[config.mk]
export PLATFORM = sky130hd
export DESIGN_NAME = us_ranging_sched
export DESIGN_NICKNAME = d
export VERILOG_FILES = /design/src/rtl/us_ranging_sched.sv
export SDC_FILE = /design/constraint.sdc
export NUM_CORES = 1
export LEC_CHECK = 0
export BUFFER_PORTS_ARGS = -buffer_cell sky130_fd_sc_hd__buf_2
export CORE_MARGIN = 2
export CORE_UTILIZATION = 30
export CTS_CLUSTER_DIAMETER = 80
export DETAILED_ROUTE_END_ITERATION = 8
export PLACE_DENSITY = 0.52
export SLEW_MARGIN = 0
export SYNTH_ARGS = -nofsm -noshare
export SYNTH_HDL_FRONTEND = slang
export SYNTH_SLANG_ARGS = --single-unit
[constraint.sdc]
create_clock -name clk -period 2.5 [get_ports clk]
set_input_delay 0.75 -clock clk [delete_from_list [all_inputs] [get_ports clk]]
set_output_delay 0.75 -clock clk [all_outputs]
set_load 0.02 [all_outputs]
[src/rtl/us_ranging_sched.sv]
// Round-robin scheduler for N_SENS ultrasonic ranging channels: one start pulse per shot,
// watchdog on each shot, idle gap between shots, and a sticky merged pedestrian request.
module us_ranging_sched #(
  parameter int N_SENS  = 2,
  parameter int CLK_HZ  = 50_000_000,
  parameter int GAP_MS  = 60,
  parameter int WDOG_MS = 40,
  localparam int IW     = (N_SENS > 1) ? $clog2(N_SENS) : 1
) (
  input  logic              clk,
  input  logic              rst_n,
  input  logic              en,
  output logic [N_SENS-1:0] start_o,
  input  logic [N_SENS-1:0] busy_i,
  input  logic [N_SENS-1:0] done_i,
  input  logic [N_SENS-1:0] ped_req_i,
  input  logic              ped_clr,
  input  logic              flt_clr,
  output logic              ped_latched,
  output logic [N_SENS-1:0] ped_src,
  output logic [N_SENS-1:0] fault,
  output logic [IW-1:0]     cur_idx,
  output logic              round_pulse
);

  localparam int TICK_DIV = CLK_HZ / 1000;
  localparam int TW       = (TICK_DIV > 1) ? $clog2(TICK_DIV) : 1;
  localparam int WW       = $clog2(WDOG_MS + 1);
  localparam int GW       = $clog2(GAP_MS + 1);

  typedef enum logic [1:0] {S_IDLE, S_ISSUE, S_WAIT, S_GAP} state_t;

  state_t            state, state_nxt;
  logic [TW-1:0]     tick_cnt;
  logic              ms_tick;
  logic [WW-1:0]     wdog;
  logic [GW-1:0]     gap;
  logic              wdog_zero, gap_zero;
  logic              busy_cur, done_cur;
  logic              load_wdog, load_gap, advance, wrap;
  logic [N_SENS-1:0] fault_set;
  logic [N_SENS-1:0] ped_src_nxt;

  function automatic logic [WW-1:0] wdog_dec(input logic [WW-1:0] v);
    return (v == '0) ? '0 : v - WW'(1);
  endfunction

  function automatic logic [GW-1:0] gap_dec(input logic [GW-1:0] v);
    return (v == '0) ? '0 : v - GW'(1);
  endfunction

  assign ms_tick   = (tick_cnt == TW'(TICK_DIV - 1));
  assign wdog_zero = (wdog == '0);
  assign gap_zero  = (gap == '0);
  assign busy_cur  = busy_i[cur_idx];
  assign done_cur  = done_i[cur_idx];
  assign wrap      = (cur_idx == IW'(N_SENS - 1));

  always_ff @(posedge clk or negedge rst_n) begin
    if (!rst_n) begin
      tick_cnt <= '0;
    end else if (ms_tick) begin
      tick_cnt <= '0;
    end else begin
      tick_cnt <= tick_cnt + TW'(1);
    end
  end

  // State register
  always_ff @(posedge clk or negedge rst_n) begin
    if (!rst_n) begin
      state <= S_IDLE;
    end else begin
      state <= state_nxt;
    end
  end

  // Next-state logic; a done arriving with the watchdog expiry takes the clean path
  always_comb begin
    state_nxt = state;
    case (state)
      S_IDLE:  if (en) state_nxt = S_ISSUE;
      S_ISSUE: begin
        if (!busy_cur) begin
          state_nxt = S_WAIT;
        end else if (wdog_zero) begin
          state_nxt = S_GAP;
        end
      end
      S_WAIT:  if (done_cur || wdog_zero) state_nxt = S_GAP;
      S_GAP:   if (gap_zero) state_nxt = en ? S_ISSUE : S_IDLE;
      default: state_nxt = S_IDLE;
    endcase
  end

  // Output logic
  always_comb begin
    start_o   = '0;
    fault_set = '0;
    advance   = 1'b0;
    case (state)
      S_ISSUE: begin
        if (!busy_cur) begin
          start_o[cur_idx] = 1'b1;
        end else if (wdog_zero) begin
          fault_set[cur_idx] = 1'b1;
        end
      end
      S_WAIT: begin
        if (!done_cur && wdog_zero) fault_set[cur_idx] = 1'b1;
      end
      S_GAP:   advance = gap_zero;
      default: advance = 1'b0;
    endcase
  end

  assign load_wdog = (state_nxt == S_ISSUE) && (state != S_ISSUE);
  assign load_gap  = (state_nxt == S_GAP) && (state != S_GAP);

  // Loads take priority over a coincident tick so every shot gets its full budget
  always_ff @(posedge clk or negedge rst_n) begin
    if (!rst_n) begin
      wdog <= '0;
      gap  <= '0;
    end else begin
      if (load_wdog) begin
        wdog <= WW'(WDOG_MS);
      end else if (ms_tick) begin
        wdog <= wdog_dec(wdog);
      end
      if (load_gap) begin
        gap <= GW'(GAP_MS);
      end else if (ms_tick) begin
        gap <= gap_dec(gap);
      end
    end
  end

  always_ff @(posedge clk or negedge rst_n) begin
    if (!rst_n) begin
      cur_idx     <= '0;
      round_pulse <= 1'b0;
    end else begin
      round_pulse <= advance && wrap;
      if (advance) begin
        cur_idx <= wrap ? '0 : cur_idx + IW'(1);
      end
    end
  end

  // New requests and new faults are OR-ed in after the clear so they are never lost
  assign ped_src_nxt = (ped_clr ? '0 : ped_src) | ped_req_i;

  always_ff @(posedge clk or negedge rst_n) begin
    if (!rst_n) begin
      ped_src     <= '0;
      ped_latched <= 1'b0;
      fault       <= '0;
    end else begin
      ped_src     <= ped_src_nxt;
      ped_latched <= |ped_src_nxt;
      fault       <= (flt_clr ? '0 : fault) | fault_set;
    end
  end

endmodule
# Yosys cells after proc, flatten, opt, wreduce, memory -nomap -nowiden
# Cells that the tools add are included.
op_classes:
  n_addsub: 4
  multipliers: 0
  div: 0
  n_lt_le_gt_ge: 2
  n_eq_ne: 8
  shift: 0
  mux: 30
  bitwise_logic: 2
  n_reduce_logical: 13
op_table:
  columns: ["operator", "n"]
  rows:
  - ["6-bit 2-to-1 mux", 6]
  - ["2-bit 2-to-1 mux", 12]
  - ["16-bit by 1-bit adder with 16-bit output (second input constant)", 1]
  - ["16-bit equality test (second input constant)", 1]
  - ["16-bit 2-to-1 mux", 1]
  - ["6-bit zero test", 2]
  - ["6-bit by 1-bit subtractor with 6-bit output (second input constant)", 2]
  - ["1-bit 2-to-1 mux", 8]
  - ["2-bit one-hot mux with 4 select lines", 1]
  - ["2-bit equality test (second input constant)", 3]
  - ["1-bit logical AND", 5]
  - ["2-bit by 1-bit equality test with 1-bit output (second input constant)", 2]
  - ["2-bit bitwise OR", 2]
  - ["2-bit one-hot mux with 2 select lines", 1]
  - ["2-bit nonzero test", 2]
  - ["2-bit zero test", 1]
  - ["1-bit by 2-bit less-than comparator with 1-bit output (second input constant)", 1]
  - ["2-bit by 1-bit != test with 1-bit output (second input constant)", 1]
  - ["2-bit != test (second input constant)", 1]
  - ["2-bit OR reduction", 1]
  - ["1-bit adder (second input constant)", 1]
  - ["1-bit demux with 1-bit select", 1]
  - ["1-bit >= comparator (second input constant)", 1]
  - ["1-bit zero test", 1]
  - ["1-bit logical OR", 1]
totals:
  register_bits: 37
  latchBits: 0
  ramBits: 0
  mem_bits_ro: 0
  in_bits: 11
  output_inout_bits: 9
  word_cells: 68
  n_memories: 0

# Longest topological paths before layout
depth:
  word_depth: 8
  depth_mapped: 8
  mapped_depth_nobuf: 8

# Worst setup path after synthesis
# Ideal clock, no wire load.
synth_timing:
  kind: "flip-flop to output port"
  start: "register state[1]"
  end: "output start_o[0]"
  t_arrival_ns: 1.273
  required_ns: 1.750
  slack_ns: 0.477
  path_stages_with_launch: 4
  n_path_buf: 0
  cell_sequence: "dfrtp_1 -> inv_1 -> ha_1 -> nor3b_1"
synth_between:
  elab_chain_len: 2
synth_rtl:
  columns: ["element", "line_no", "source"]
  rows:
  - ["start: declaration", "33", "state_t state, state_nxt;"]
  - ["start signal: assignment", "74", "state <= state_nxt;"]
  - ["2-bit by 1-bit equality test with 1-bit output", "101", "case (state)"]
  - ["2-bit 2-to-1 mux", "101", null]
  - ["end: declaration", "13", "output logic [N_SENS-1:0] start_o,"]
# No other way between the ends.

# Worst setup path in the final report
layout_timing:
  start: "register state[1]"
  end: "output start_o[1]"
# Same word-level chain as after synthesis.

==> impl_summary.log <==
INFO  metric ff_latch_area = 925.9 um^2
INFO  metric floorplan_die_area = 7273 um^2
INFO  metric cpPeakStageDelay = 0.41 ns
INFO  metric netlist_top_cells_area = sky130_fd_sc_hd__dfrtp_1 47%, sky130_fd_sc_hd__ha_1 4.4%, sky130_fd_sc_hd__nor2_1 4.2%, sky130_fd_sc_hd__mux2i_1 3.5%, sky130_fd_sc_hd__xor2_1 3.5%
INFO  metric largest_net_degree_at_the_start_of_global_routing = 21
INFO  metric synthesis.area = 1982 um^2
INFO  metric setup_repair_after_global_routing_missed_its_margin = no
INFO  metric tritoncts = yes
INFO  metric netlist.top_cell.by_area = sky130_fd_sc_hd__dfrtp_1
INFO  metric postSynthRegisterBits = 37
INFO  metric route.detailed.drc = 0
INFO  metric reg2reg_to = gap[1]
INFO  metric critical_path_required = 1.75 ns
INFO  metric wl_per_cell = 12.60 um
INFO  metric finish.utilization = 35.58%
INFO  metric synth_fp_nets = 215
INFO  metric tightest_slew = 0.5564 ns
INFO  metric layout-drive-gt1-share = 19.91%
INFO  metric cp_cell_sequence = inv_1 -> ha_1 -> nor3b_1 -> buf_2
INFO  metric finalSetupViolations = 0
INFO  metric final_max_slew_viol_count = 0
INFO  metric synth_sequential_area_ratio = 46.72%
INFO  metric worst_r2r_startpoint = gap[0]
INFO  metric vdd.ir_drop.worst = 222.6 uV
INFO  metric synth.top_cell.area_share = 46.72%
INFO  metric critPathTopFamily = flip-flops
INFO  metric areaGrowthSynthToFinish = 14.65%
INFO  metric die_height = 85.28 um
INFO  metric start_util = 31.03%
INFO  metric first_global_vias = 1438
INFO  metric pre_repair_dr_iteration_count = 4
INFO  metric port-buffer-count = 19
INFO  metric clock_insertion_delay_worst_skew = 0.29 ns
INFO  metric worst-r2r-cell-count = 7
INFO  metric power_density = 640.0 nW/um^2
INFO  metric maxClockFrequency = 435.2 MHz
INFO  metric number_of_antenna_violations_at_the_first_check_in_global_routing = 0
INFO  metric ys_types = 39
INFO  metric postCtsSetupBuffers = 0
INFO  metric setup_slack_of_the_most_critical_reg_to_reg_path = 0.51 ns
INFO  metric cp.buffers_inverters = 2
INFO  metric nFillCells = 665
INFO  metric layout_worst_path_cycle_share = 91.91%
INFO  metric placementRows = 29
INFO  metric cts_resized = 0
INFO  metric cts-buffers-inserted = 5
INFO  metric critical_path.endpoint = start_o[1]
INFO  metric wire_length_of_the_first_global_routing_pass = 6762 um
INFO  metric hold_buffers = 0
INFO  metric detailed_place_hpwl = 2848 um
INFO  metric worst_setup_path_end_kind = output pin
INFO  metric number_of_diodes = 0
INFO  metric critical_path.startpoint_type = register
INFO  metric tritoncts_num_sinks = 37
INFO  metric floorplan.io_pins = 20
INFO  metric wl = 3819 um
INFO  metric final.setup.tns = 0 ns
INFO  metric place.gp.congestion = 0.7777
INFO  metric grt_util_all_layers = 11.71%
INFO  metric fin_crit = 2.298 ns
INFO  metric p_leak = 1.036 nW
INFO  metric status = completed
INFO  metric crit_slowest_cell = sky130_fd_sc_hd__dfrtp_1
INFO  metric crit_arrival = 1.55 ns
INFO  metric critical_path_stages = 4
INFO  metric ctsLongestPathBuffers = 2
INFO  metric finClkSkew = 0.006251 ns
INFO  metric multi_input_area = 978.4 um^2
INFO  metric cp-startpoint = state[1]
INFO  metric route.antenna.remaining_nets = 0
INFO  metric vias_per_cell = 4.842
INFO  metric max_cap_viol_count = 0
INFO  metric cts_htree_levels = 2
INFO  metric critical_path_type = reg -> out
INFO  metric synthCells = 197
INFO  metric cts.clk_slew.worst_paths = 0.07 ns
INFO  metric detailroute.via_count = 1467
INFO  metric floorplan.core_area = 6386 um^2
INFO  metric layout.nets = 243
INFO  metric clock_tree.root_cell = sky130_fd_sc_hd__clkbuf_8
INFO  metric synth_area_per_cell = 10.06 um^2
INFO  metric grt.overflow.total = 0
INFO  metric drt_iter0_markers = 109
INFO  metric cp_max_fo = 7
INFO  metric max_slew_margin = 62.62%
INFO  metric synth-warning-count = 0
INFO  metric report.final.hold_viol_count = 0
INFO  metric worstHoldPathType = in -> async
INFO  metric floorplan_die_width = 85.28 um
-- synth_stat cells --
library cell and count:
sky130_fd_sc_hd__mux2_4 1, sky130_fd_sc_hd__and4_1 1, sky130_fd_sc_hd__a22o_2 1, sky130_fd_sc_hd__o21ai_0 4, sky130_fd_sc_hd__xnor2_1 6, sky130_fd_sc_hd__a221oi_4 1
sky130_fd_sc_hd__a21o_1 3, sky130_fd_sc_hd__inv_2 1, sky130_fd_sc_hd__ha_1 7, sky130_fd_sc_hd__and2_1 4, sky130_fd_sc_hd__dfrtp_1 37, sky130_fd_sc_hd__o2111ai_4 1
sky130_fd_sc_hd__nor4_1 3, sky130_fd_sc_hd__nor4b_2 1, sky130_fd_sc_hd__nand4_1 7, sky130_fd_sc_hd__and3_1 3, sky130_fd_sc_hd__a22o_1 1, sky130_fd_sc_hd__nor3_1 6
sky130_fd_sc_hd__a21oi_1 9, sky130_fd_sc_hd__xor2_1 8, sky130_fd_sc_hd__nand3_1 11, sky130_fd_sc_hd__nor3_2 1, sky130_fd_sc_hd__nand2_1 14, sky130_fd_sc_hd__nor2_1 22
sky130_fd_sc_hd__inv_1 14, sky130_fd_sc_hd__a211o_1 1, sky130_fd_sc_hd__o211ai_2 1, sky130_fd_sc_hd__and4bb_2 2, sky130_fd_sc_hd__nor2b_1 3, sky130_fd_sc_hd__buf_6 1
sky130_fd_sc_hd__a21boi_1 1, sky130_fd_sc_hd__a32oi_1 1, sky130_fd_sc_hd__or2_2 2, sky130_fd_sc_hd__mux2_2 1, sky130_fd_sc_hd__buf_2 2, sky130_fd_sc_hd__and3_4 1
sky130_fd_sc_hd__mux2i_1 7, sky130_fd_sc_hd__or3_1 4, sky130_fd_sc_hd__nor3b_1 3
-- cell usage in the layout (no fill, tap or decap), drive strengths merged, types with 8 or more instances in the layout --
cell type	count
a21oi	9
buf	24
dfrtp	37
inv	15
nand2	14
nand3	11
nor2	22
xor2	8
-- per-layer routing --
layer | vias up | wire [um] | track usage [%]
met4 | 0 | 86 | 6.061
met3 | 9 | 103 | 2.821
met5 | - | 0 | 0
li1 | 740 | - | -
met1 | 697 | 1834 | 15.86
met2 | 21 | 1795 | 17.33
-- state kept, by name, indices dropped and copies added, names as in the netlist --
register	count
tick_cnt	16
gap	6
wdog	6
fault	2
ped_src	2
state	2
cur_idx	1
ped_latched	1
round_pulse	1
-- report_power, final --
part | switching, mW | internal [mW] | leakage [nW] | total [mW]
clock network | 0.210 | 0.193 | 0.0450 | 0.404
logic | 0.247 | 0.151 | 0.534 | 0.399
registers | 0.0280 | 0.624 | 0.457 | 0.652
-- worst min-delay path by stage --
| stage | depth (start not counted) | slack (ns) | start | end |
|---|---|---|---|---|
| after floorplan | 0 | 0.45 | rst_n | cur_idx |
| after global placement | 1 | 0.48 | ped_src[1] | ped_src[1] |
| after detailed placement | 1 | 0.48 | ped_src[1] | ped_src[1] |
| after CTS | 1 | 0.41 | rst_n | ped_src[1] |
| after global routing | 1 | 0.43 | rst_n | tick_cnt[14] |
| final | 1 | 0.39 | rst_n | gap[2] |
-- worst register-to-register path, delay by kind of cell, from the launching register on --
| family | cells | cell delay (ns) |
|---|---|---|
| simple gates | 2 | 0.34 |
| buf+inv | 1 | 0.08 |
| fa+ha+maj | 1 | 0.22 |
| compound gates | 3 | 0.87 |
| flops | 1 | 0.38 |
-- area by class of cell --
type	instances	share of cell area (%)
clock inverter	2	0.4405
sequential	37	40.75
clock buffer	6	3.194
inverter	15	2.478
tap	77	4.240
timing repair buffer	24	5.837
multi-input combinational	142	43.06
-- per-stage QoR --
stage                     hold slack, ns  instances  worst slack [ns]  total power, mW  area [um^2]
final                             0.3945        303            0.2022            1.454         2272
after detailed placement          0.4800        295            0.3274            1.060         2190
after floorplan                   0.4544        197            0.4772           0.9527         1982
after global placement            0.4783        295            0.3318            1.062         2190
after CTS                         0.4094        303            0.1841            1.476         2272
after global routing              0.4328        303            0.1055            1.550         2272
-- cell families after synthesis --
| kind of cell | synth area share, % |
|---|---|
| AO/OA/AOI/OAI | 9.912 |
| buffers and inverters | 3.914 |
| multiplexers | 4.861 |
| AND/OR/NAND/NOR | 23.99 |
| flip-flops | 46.72 |
| XOR/XNOR | 6.187 |
| adder cells (fa/ha/maj) | 4.419 |
Note: power is estimated with default switching activity, not from simulation.
